**src/rtl/suma_serie_nib.sv**
```systemverilog
// Nibble-serial W-bit adder: one 4-bit slice per cycle through sum4_v2.
// The carry is held in a register between slices, and the sum shifts in from the MSB end.

module sum4_v2 (
  output logic [3:0] S,
  output logic       c_out,
  input  logic [3:0] a,
  input  logic [3:0] b,
  input  logic       c_in
);
  logic [4:0] c;

  assign c[0] = c_in;

  generate
    for (genvar gi = 0; gi < 4; gi++) begin : g_fa
      assign S[gi]   = a[gi] ^ b[gi] ^ c[gi];
      assign c[gi+1] = (a[gi] & b[gi]) | (c[gi] & (a[gi] ^ b[gi]));
    end
  endgenerate

  assign c_out = c[4];
endmodule

module suma_serie_nib #(
  parameter int NIBBLES = 4
) (
  input  logic                 clk,
  input  logic                 rst_n,
  input  logic                 start,
  input  logic [4*NIBBLES-1:0] a,
  input  logic [4*NIBBLES-1:0] b,
  input  logic                 c_in,
  output logic                 busy,
  output logic                 done,
  output logic [4*NIBBLES-1:0] s,
  output logic                 c_out,
  output logic                 overflow
);
  localparam int W  = 4 * NIBBLES;
  localparam int CW = (NIBBLES > 1) ? $clog2(NIBBLES) : 1;
  localparam logic [CW-1:0] CNT_LAST = CW'(NIBBLES - 1);

  localparam logic [1:0] IDLE = 2'd0;
  localparam logic [1:0] RUN  = 2'd1;
  localparam logic [1:0] DONE = 2'd2;

  logic [1:0]    state_reg;
  logic [W-1:0]  a_sh_reg;
  logic [W-1:0]  b_sh_reg;
  logic [W-1:0]  s_reg;
  logic [CW-1:0] cnt_reg;
  logic          carry_reg;
  logic          a_msb_reg;
  logic          b_msb_reg;
  logic          c_out_reg;
  logic          ovf_reg;

  logic [3:0]    nib_s;
  logic          nib_c;

  sum4_v2 u_add (nib_s, nib_c, a_sh_reg[3:0], b_sh_reg[3:0], carry_reg);

  always_ff @(posedge clk or negedge rst_n) begin
    if (!rst_n) begin
      state_reg <= IDLE;
      a_sh_reg  <= '0;
      b_sh_reg  <= '0;
      s_reg     <= '0;
      cnt_reg   <= '0;
      carry_reg <= 1'b0;
      a_msb_reg <= 1'b0;
      b_msb_reg <= 1'b0;
      c_out_reg <= 1'b0;
      ovf_reg   <= 1'b0;
    end else begin
      case (state_reg)
        IDLE: begin
          if (start) begin
            a_sh_reg  <= a;
            b_sh_reg  <= b;
            carry_reg <= c_in;
            a_msb_reg <= a[W-1];
            b_msb_reg <= b[W-1];
            s_reg     <= '0;
            c_out_reg <= 1'b0;
            ovf_reg   <= 1'b0;
            cnt_reg   <= '0;
            state_reg <= RUN;
          end
        end
        RUN: begin
          s_reg     <= {nib_s, s_reg[W-1:4]};
          a_sh_reg  <= {4'b0000, a_sh_reg[W-1:4]};
          b_sh_reg  <= {4'b0000, b_sh_reg[W-1:4]};
          carry_reg <= nib_c;
          cnt_reg   <= cnt_reg + CW'(1);
          // Last slice: its S[3] is the result sign bit.
          if (cnt_reg == CNT_LAST) begin
            c_out_reg <= nib_c;
            ovf_reg   <= (a_msb_reg == b_msb_reg) && (nib_s[3] != a_msb_reg);
            state_reg <= DONE;
          end
        end
        DONE:    state_reg <= IDLE;
        default: state_reg <= IDLE;
      endcase
    end
  end

  assign busy     = (state_reg == RUN);
  assign done     = (state_reg == DONE);
  assign s        = s_reg;
  assign c_out    = c_out_reg;
  assign overflow = ovf_reg;
endmodule

```
**config.mk**
```make
export PLATFORM = sky130hd
export DESIGN_NAME = suma_serie_nib
export DESIGN_NICKNAME = d
export VERILOG_FILES = /design/src/rtl/suma_serie_nib.sv
export SDC_FILE = /design/constraint.sdc
export NUM_CORES = 1
export LEC_CHECK = 0
export ABC_AREA = 0
export CAP_MARGIN = 40
export CORE_MARGIN = 5
export CORE_UTILIZATION = 25
export DETAILED_ROUTE_END_ITERATION = 10
export DONT_BUFFER_PORTS = 1
export SYNTH_ARGS = -nofsm -noshare
export SYNTH_HDL_FRONTEND = slang
export SYNTH_HIERARCHICAL = 1
export SYNTH_SLANG_ARGS = --single-unit
```
**constraint.sdc**
```tcl
create_clock -name clk -period 2.8 [get_ports clk]
set_input_delay 0.42 -clock clk [delete_from_list [all_inputs] [get_ports clk]]
set_output_delay 0.42 -clock clk [all_outputs]
set_load 0.005 [all_outputs]
```
; After elaboration in Yosys (flattened, before gate mapping)
; Index checks and enable logic that the tools add are counted.
; Widths: inputs -> output; s select.
[classes]
add_sub_neg = 1
eq_ne = 7
n_mux = 18
n_bitwise = 20
reduce_logical = 7
[ops]
columns = op, count
row1 = $pmux 16 s2, 3
row2 = $mux 16, 3
row3 = $and 1x1->1, 8
row4 = $pmux 2 s2, 2
row5 = $xor 1x1->1, 8
row6 = $mux 2, 3
row7 = $pmux 1 s2, 3
row8 = $reduce_and 2->1, 3
row9 = $eq 2x2->1 const B, 2
row10 = $mux 1, 4
row11 = $or 1x1->1, 4
row12 = $reduce_and 3->1, 1
row13 = $add 2x1->2 const B, 1
row14 = $eq 2x1->1 const B, 1
row15 = $logic_not 2->1, 1
row16 = $ne 2x1->1 const B, 1
row17 = $ne 2x2->1 const B, 1
row18 = $reduce_bool 2->1, 1
row19 = $eq 1x1->1, 1
row20 = $logic_and 1x1->1, 1
row21 = $ne 1x1->1, 1
[word_totals]
regBits = 57
in_bits = 36

; Logic depth before layout (Yosys ltp)
; Gate-level depths: netlist of the first run.
[logic_depth]
ltp_word = 12
mapped_depth = 11
depth_no_buf = 11

; By module
; The synthesis of the first run kept the hierarchy.
[modules_own_cells]
columns = module, n_inst, cells_per_inst, area_per_inst_um2
row1 = suma_serie_nib, 1, 261, 2544.9
row2 = sum4_v2, 1, 14, 117.6

; Least setup slack after synthesis of the first run
; OpenSTA, ideal clock, no wires.
[synth_path]
kind = register to register
start = register a_sh_reg[0]
end = register ovf_reg (netlist: overflow)
setup_time_ns = 0.121
t_arrival_ns = 2.173
required_time_ns = 2.679
slack_ns = 0.507
stages_incl_launch_ff = 11
path_buffers = 0
cell_sequence = dfrtp_1 fa_1 inv_1 fa_1 inv_1 fa_1 inv_1 fa_1 inv_1 o22ai_1 a22o_1
[synth_between]
elab_chain_len = 12
[synth_lines]
columns = item, line
row1 = from (decl), 49  ; logic [W-1:0] a_sh_reg;
row2 = from (signal assigned), 94  ; a_sh_reg <= {4'b0000, a_sh_reg[W-1:4]};
row3 = $xor 1x1->1, 18  ; assign c[gi+1] = (a[gi] & b[gi]) | (c[gi] & (a[gi] ^ b[gi]));
row4 = $and 1x1->1, 18
row5 = $or 1x1->1 (*), 18
row6 = $and 1x1->1 (*), 18
row7 = $or 1x1->1 (*), 18
row8 = $and 1x1->1 (*), 18
row9 = $or 1x1->1 (*), 18
row10 = $xor 1x1->1 (*), 17  ; assign S[gi] = a[gi] ^ b[gi] ^ c[gi];
row11 = net nib_s[3], 59  ; logic [3:0] nib_s;
row12 = $ne 1x1->1 (*), 101  ; ovf_reg <= (a_msb_reg == b_msb_reg) && (nib_s[3] != a_msb_reg);
row13 = $logic_and 1x1->1 (*), 101
row14 = $mux 1 (*), 99  ; if (cnt_reg == CNT_LAST) begin
row15 = $pmux 1 s2 (*), 77  ; case (state_reg)
row16 = to (signal assigned), 101
row17 = to (decl), 57  ; logic ovf_reg;
; The timed path passes the listed nets; every way through them passes the cells marked *. The select of a mux whose other input is x is not followed.
; A chain may end at the register's enable or synchronous reset.

; Final worst setup path of the first run
; Same ends and word-level chain as after synthesis.

==> results of run 1 <==
==> cells in the final DEF (no fill, tap or decap), drive strengths merged <==
master / instances
nand2: 73
dfrtp: 57
o21ai: 49
a21oi: 20
and3b: 19
clkbuf: 11
inv: 11
a22oi: 6
buf: 5
a22o: 4
fa: 4
mux2: 2
clkinvlp: 2
clkinv: 2
nand2b: 2
nor2b: 2
o21bai: 2
nor3b: 1
and2: 1
o22ai: 1
ha: 1
bufinv: 1
dlygate4sd3: 1
==> path summary, 6_finish.rpt <==
kind	to	slack, ns
max	overflow	0.37
min	a_sh_reg[12]	0.21
max reg2reg	overflow	0.37
min reg2reg	a_sh_reg[10]	0.48
max in group asynchronous	b_sh_reg[12]	1.93
min in group asynchronous	b_sh_reg[11]	0.59
==> power by group <==
part           switching, mW  leakage (nW)  internal (mW)
clock network          0.325        0.0953          0.432
registers              0.272         0.737           1.17
logic                  0.691         0.511          0.430
total                   1.29          1.34           2.03
==> kinds of logic (layout without fill, tap and decap cells) <==
| logic type | count (synthesis) | after routing | share of synthesized area, % |
|---|---|---|---|
| and+or+nand+nor | 98 | 98 | 18.8 |
| AOI/OAI and AO/OA | 82 | 82 | 17.1 |
| adders and majority gates | 5 | 5 | 3.48 |
| buffers and inverters | 31 | 33 | 6.30 |
| DFF | 57 | 57 | 53.6 |
| muxes | 2 | 2 | 0.846 |
==> critical path, cell delays in order (launching register included) <==
cell      delay, ns
dfrtp_1        0.40
fa_1           0.41
inv_1          0.07
fa_1           0.16
inv_1          0.05
fa_1           0.35
inv_1          0.07
fa_1           0.41
inv_1          0.11
nand2b_1       0.06
o22ai_1        0.13
a22o_1         0.15
==> routing by layer <==
layer  routed length [microns]  GRT usage (%)  vias up
met3                       315           2.57       12
met4                       171           6.25        0
met2                      3010           16.0       46
met5                         0              0        -
met1                      2950           13.8      908
li1                          -              -      916
==> layout make-up <==
type / instances / area, sq um
flip-flops and latches: 57 / 1430
clock buffers: 11 / 141
multi-input cells: 187 / 1070
inverters: 11 / 41.3
fillers: 1136 / 7390
clock inverters: 5 / 55.1
well taps: 136 / 170
repair buffers: 6 / 75.1
==> what timing repair did <==
| item | CTS | global route |
|---|---|---|
| hold endpoints to repair | 57 | 0 |
| hold buffers | 2 | 0 |
| buffers inserted | 0 | 0 |
==> through the flow <==
step / setup slack (ns) / util [%] / power (mW) / instances / instance area (sq um)
floorplan: 0.507 / - / 2.33 / 275 / 2660
global placement: 0.427 / 26.4 / 2.53 / 394 / 2740
detailed placement: 0.390 / 26.5 / 2.60 / 395 / 2750
CTS: 0.363 / 28.8 / 3.40 / 413 / 2980
global route: 0.161 / 28.8 / 3.62 / 413 / 2980
finish: 0.365 / 28.8 / 3.32 / 413 / 2980
==> impl_results.md, run 1 <==
* Sequential cell area fraction in the yosys report at 53.6%
* CP Data Required Time at between 3 and 4 ns
* Worst setup path startpoint: a_sh_reg[0]
* Row count at 37
* Fraction of layout cells with a size suffix above 1 at 10.1%
* First-pass GRT wire length at 10500 microns
* Setup Viol. Count Final at 0
* CTS resizes at 0
* Status: complete, no violations
* GRT Util Overall at a little over a tenth
* Initial Util at between 20% and 30%
* Peak supply drop at between 0.0003 and 0.0004 V
* Cell Area, Synth at between 2000 and 3000 sq um
* Synth area leader: dfrtp_1
* Mapped Cells at 275
* Total global routing overflow at 0
* Max cap viols at 0
* Setup TNS at 0 ns
* Period minus WS final at around 2.4 ns
* Post-synth EDFFs at 0
* Die height at ~110 microns
* RSZ-0062 raised after global routing: false
* Startpoint Class: flop
* CP Capture Type: flop
* Post-synth ARST share at 100%
* Count leader, synth: nand2_1
* Total wire length at around 6400 microns
* Synth Area per Inst at between 9 and 10 sq um
* Largest net degree at the start of global routing at just under 60
* Final period util at between 80% and 90%
* GPL Wtd Cong at between 0.7 and 0.8
* Max Clk Rate at 0.411 GHz
* Leak at around 1.3 nW
* H-tree Lvls at 3
* Worst hold stages at 2
* CTS buffer count at 9
* Initial antenna violation count at 0
* Hold Violations, Final at 0
* Kind of critical path: flop to flop
* Max Root-Sink Buffers at 2
* Die footprint at ~13000 sq um
* Mean routed wirelength per cell at 15.6 microns
* Commonest cells post-synth: nand2_1 (73), dfrtp_1 (57), o21ai_0 (48), a21oi_1 (19), and3b_1 (19)
* Synth top area cells: dfrtp_1 (54%), nand2_1 (10%), o21ai_0 (9.0%), and3b_1 (6.3%), a21oi_1 (3.6%)
* Clock Pin Slew Worst Setup and Hold Paths at roughly 0.07 ns
* Worst-Margin Slew at about 0.54 ns
* Vias in the first global route at approximately 2000
* CTS Sinks at 57
* Yosys cell types at 28
* Remaining DRCs at 0
* Area Overhead vs Synth at 12.1%
* Slew margin rel. at approximately 64%
* Worst hold start: a[12]
* Clock Latency Late Sink at approximately 0.33 ns
* Hold WC Path Type: primary input to flop
* DP Wirelength at between 4000 and 5000 microns
* Vias at around 1900
* Ports at 56
* Synthesized net count at ~320
* PD cells at 1110 nW/um^2
* Max Slew Vio Count at 0
* DR iter-0 viols at 73
* Clock root cell: clkbuf_8
* Synth top area share at between 50% and 60%
* Drt pass-1 iters at 4
* Die extent in x at roughly 110 microns
* Reg2reg start: a_sh_reg[0]
* Synth Flop Type: dfrtp_1
* R2R cell count at 11
* Port Buffers at 0
* Final nets at 313
* # diodes at 0
* Post-Route Skew at just under 0.008 ns
* Ys Warns at 6
* Vias per inst at 4.56
* Total core area at roughly 10000 sq um
* Post-synthesis sequential element count at 57
* Critical path arrival at roughly 2.7 ns
* Max Fanout on Critical Path at 3
* Worst hold margin at about 0.21 ns
* CTS tree: built
* Remaining antenna violation count after routing at 0
Note: power is estimated with default switching activity, not from simulation.
==> inputs of run 2 (changes only) <==
--- a/config.mk
+++ b/config.mk
@@ -7,7 +7,6 @@
 export LEC_CHECK = 0
 export ABC_AREA = 0
 export CAP_MARGIN = 40
-export CORE_MARGIN = 5
 export CORE_UTILIZATION = 25
 export DETAILED_ROUTE_END_ITERATION = 10
 export DONT_BUFFER_PORTS = 1
==> impl_results.md, run 2 (synthesis results as in run 1) <==
* DP Wirelength at 4210 microns (-5.3%)
* Remaining antenna violation count after routing at 0 (unchanged)
* Total wire length at 6190 microns (-4.0%)
* Worst hold margin at 0.206 ns (-0.00337 ns)
* Largest net degree at the start of global routing at 58 (unchanged)
* Crit-path leading delay family: adder cells
* DR iter-0 viols at 122 (+67%)
* Critical path, cell by cell: fa_1 -> inv_1 -> fa_1 -> inv_1 -> fa_1 -> inv_1 -> fa_1 -> inv_1 -> nand2b_1 -> o22ai_1 -> a22o_1
* Total core area at 10300 sq um (-0.45%)
* Startpoint Class: flop
* Leak at 1.35 nW (+0.51%)
* Status: complete, no violations
* Crit path max-delay cell type: fa_1
* Remaining DRCs at 0 (unchanged)
* RSZ-0062 raised after global routing: false
* CTS resizes at 0 (unchanged)
* Max incr delay on CP at 0.41 ns (about the same)
* Post-CTS Setup Inserts at 0 (unchanged)
* Clock Pin Slew Worst Setup and Hold Paths at 0.07 ns (about the same)
* Row count at 37 (unchanged)
* Mean routed wirelength per cell at 15.0 microns (-3.7%)
* Total global routing overflow at 0 (unchanged)
* Die footprint at 11100 sq um (-14%)
* Commonest non-fill, non-tap cell in the layout: nand2_1
* Vias in the first global route at 1904 (-3.2%)
* GPL Wtd Cong at 0.752 (-2.0%)
* Max Fanout on Critical Path at 3 (unchanged)
* GRT Util Overall at 12.2% (+1.6 points)
* Final period util at 86.4% (-0.52 points)
* Post-Route Skew at 0.0104 ns (+0.00268 ns)
* Clock root cell: clkbuf_8
* CP Data Required Time at 3.08 ns (about the same)
* Initial antenna violation count at 0 (unchanged)
* Hold Violations, Final at 0 (unchanged)
* CP Buf/Inv Count at 4 (unchanged)
* Area Overhead vs Synth at 12.0% (about the same)
* Max Root-Sink Buffers at 2 (unchanged)
* Commonest non-fill, non-tap cells in the layout: nand2_1 (73), dfrtp_1 (57), o21ai_0 (48)
* Period minus WS final at 2.42 ns (-0.0144 ns)
* CTS buffer count at 9 (unchanged)
* Max Slew Vio Count at 0 (unchanged)
* CTS tree: built
* Initial Util at 25.8% (+0.12 points)
* Vias per inst at 4.53 (-0.66%)
* Fraction of layout cells with a size suffix above 1 at 9.78% (-0.33 points)
* Max cap viols at 0 (unchanged)
* Worst-Margin Slew at 0.487 ns (-0.0507 ns)
* Hold WC Path Type: primary input to flop
* CP Capture Type: flop
* First-pass GRT wire length at 10200 microns (-2.6%)
* Die height at 105 microns (-7.1%)
* Ports at 56 (unchanged)
* PD cells at 1120 nW/um^2 (+0.24%)
* Die extent in x at 105 microns (-7.1%)
* H-tree Lvls at 3 (unchanged)
* Kind of critical path: flop to flop
* Setup Viol. Count Final at 0 (unchanged)
* Slew margin rel. at 67.5% (+3.4 points)
* Clock Latency Late Sink at 0.34 ns (about the same)
* Critical path arrival at 2.70 ns (about the same)
* Peak supply drop at 0.000365 V (+15%)
* Setup TNS at 0 ns (unchanged)
* # diodes at 0 (unchanged)
* Port Buffers at 0 (unchanged)
* Drt pass-1 iters at 4 (unchanged)
* Final nets at 313 (unchanged)
* CTS Sinks at 57 (unchanged)
* Max Clk Rate at 0.413 GHz (+0.60%)
* Vias at 1865 (-0.90%)
-- run 2: what timing repair did --
item,4_1_cts,5_1_grt
setup endpoints to repair,0,0
hold buffers,2,0
hold endpoints to repair,57,0
-- run 2: per-layer routing --
| metal | global-route usage [%] | routed length [microns] | up-vias |
|---|---|---|---|
| met3 | 2.68 | 297 | 12 |
| met1 | 16.7 | 2970 | 891 |
| met2 | 18.0 | 2790 | 43 |
| met5 | 0 | 0 | - |
| met4 | 6.04 | 125 | 0 |
| li1 | - | - | 919 |
-- run 2: layout make-up --
class                           instances  area, sq um
Timing Repair Buffer                    6         75.1
Inverter                               11         41.3
Sequential cell                        57         1430
Clock inverter                          3         40.0
Tap cell                              136          170
Fill cell                            1064         7340
Clock buffer                           12          155
Multi-Input combinational cell        187         1070
-- run 2: stage by stage --
step / area (sq um) / setup WS (ns) / instances / total power [mW] / utilization (%)
after floorplan: 2660 / 0.507 / 275 / 2.33 / -
after global placement: 2740 / 0.438 / 394 / 2.51 / 26.5
after detailed placement: 2750 / 0.402 / 395 / 2.58 / 26.6
after CTS: 2980 / 0.385 / 412 / 3.38 / 28.9
after global routing: 2980 / 0.158 / 412 / 3.63 / 28.9
final: 2980 / 0.380 / 412 / 3.33 / 28.9
-- run 2: worst paths after layout --
kind	cells past startpoint	endpoint	from	slack (ns)
setup / recovery	11	overflow	a_sh_reg[0]	0.38
hold / removal	2	a_sh_reg[13]	a[13]	0.21
setup reg to reg	11	overflow	a_sh_reg[0]	0.38
hold reg to reg	2	a_sh_reg[3]	a_sh_reg[3]	0.48
max in group asynchronous	2	b_sh_reg[14]	rst_n	1.94
min in group asynchronous	2	b_sh_reg[9]	rst_n	0.60
-- run 2: where the power goes --
group | switching [mW] | leakage (nW) | internal [mW] | total, mW
sequential | 0.266 | 0.737 | 1.17 | 1.44
clock | 0.315 | 0.102 | 0.452 | 0.767
combinational | 0.694 | 0.511 | 0.429 | 1.12
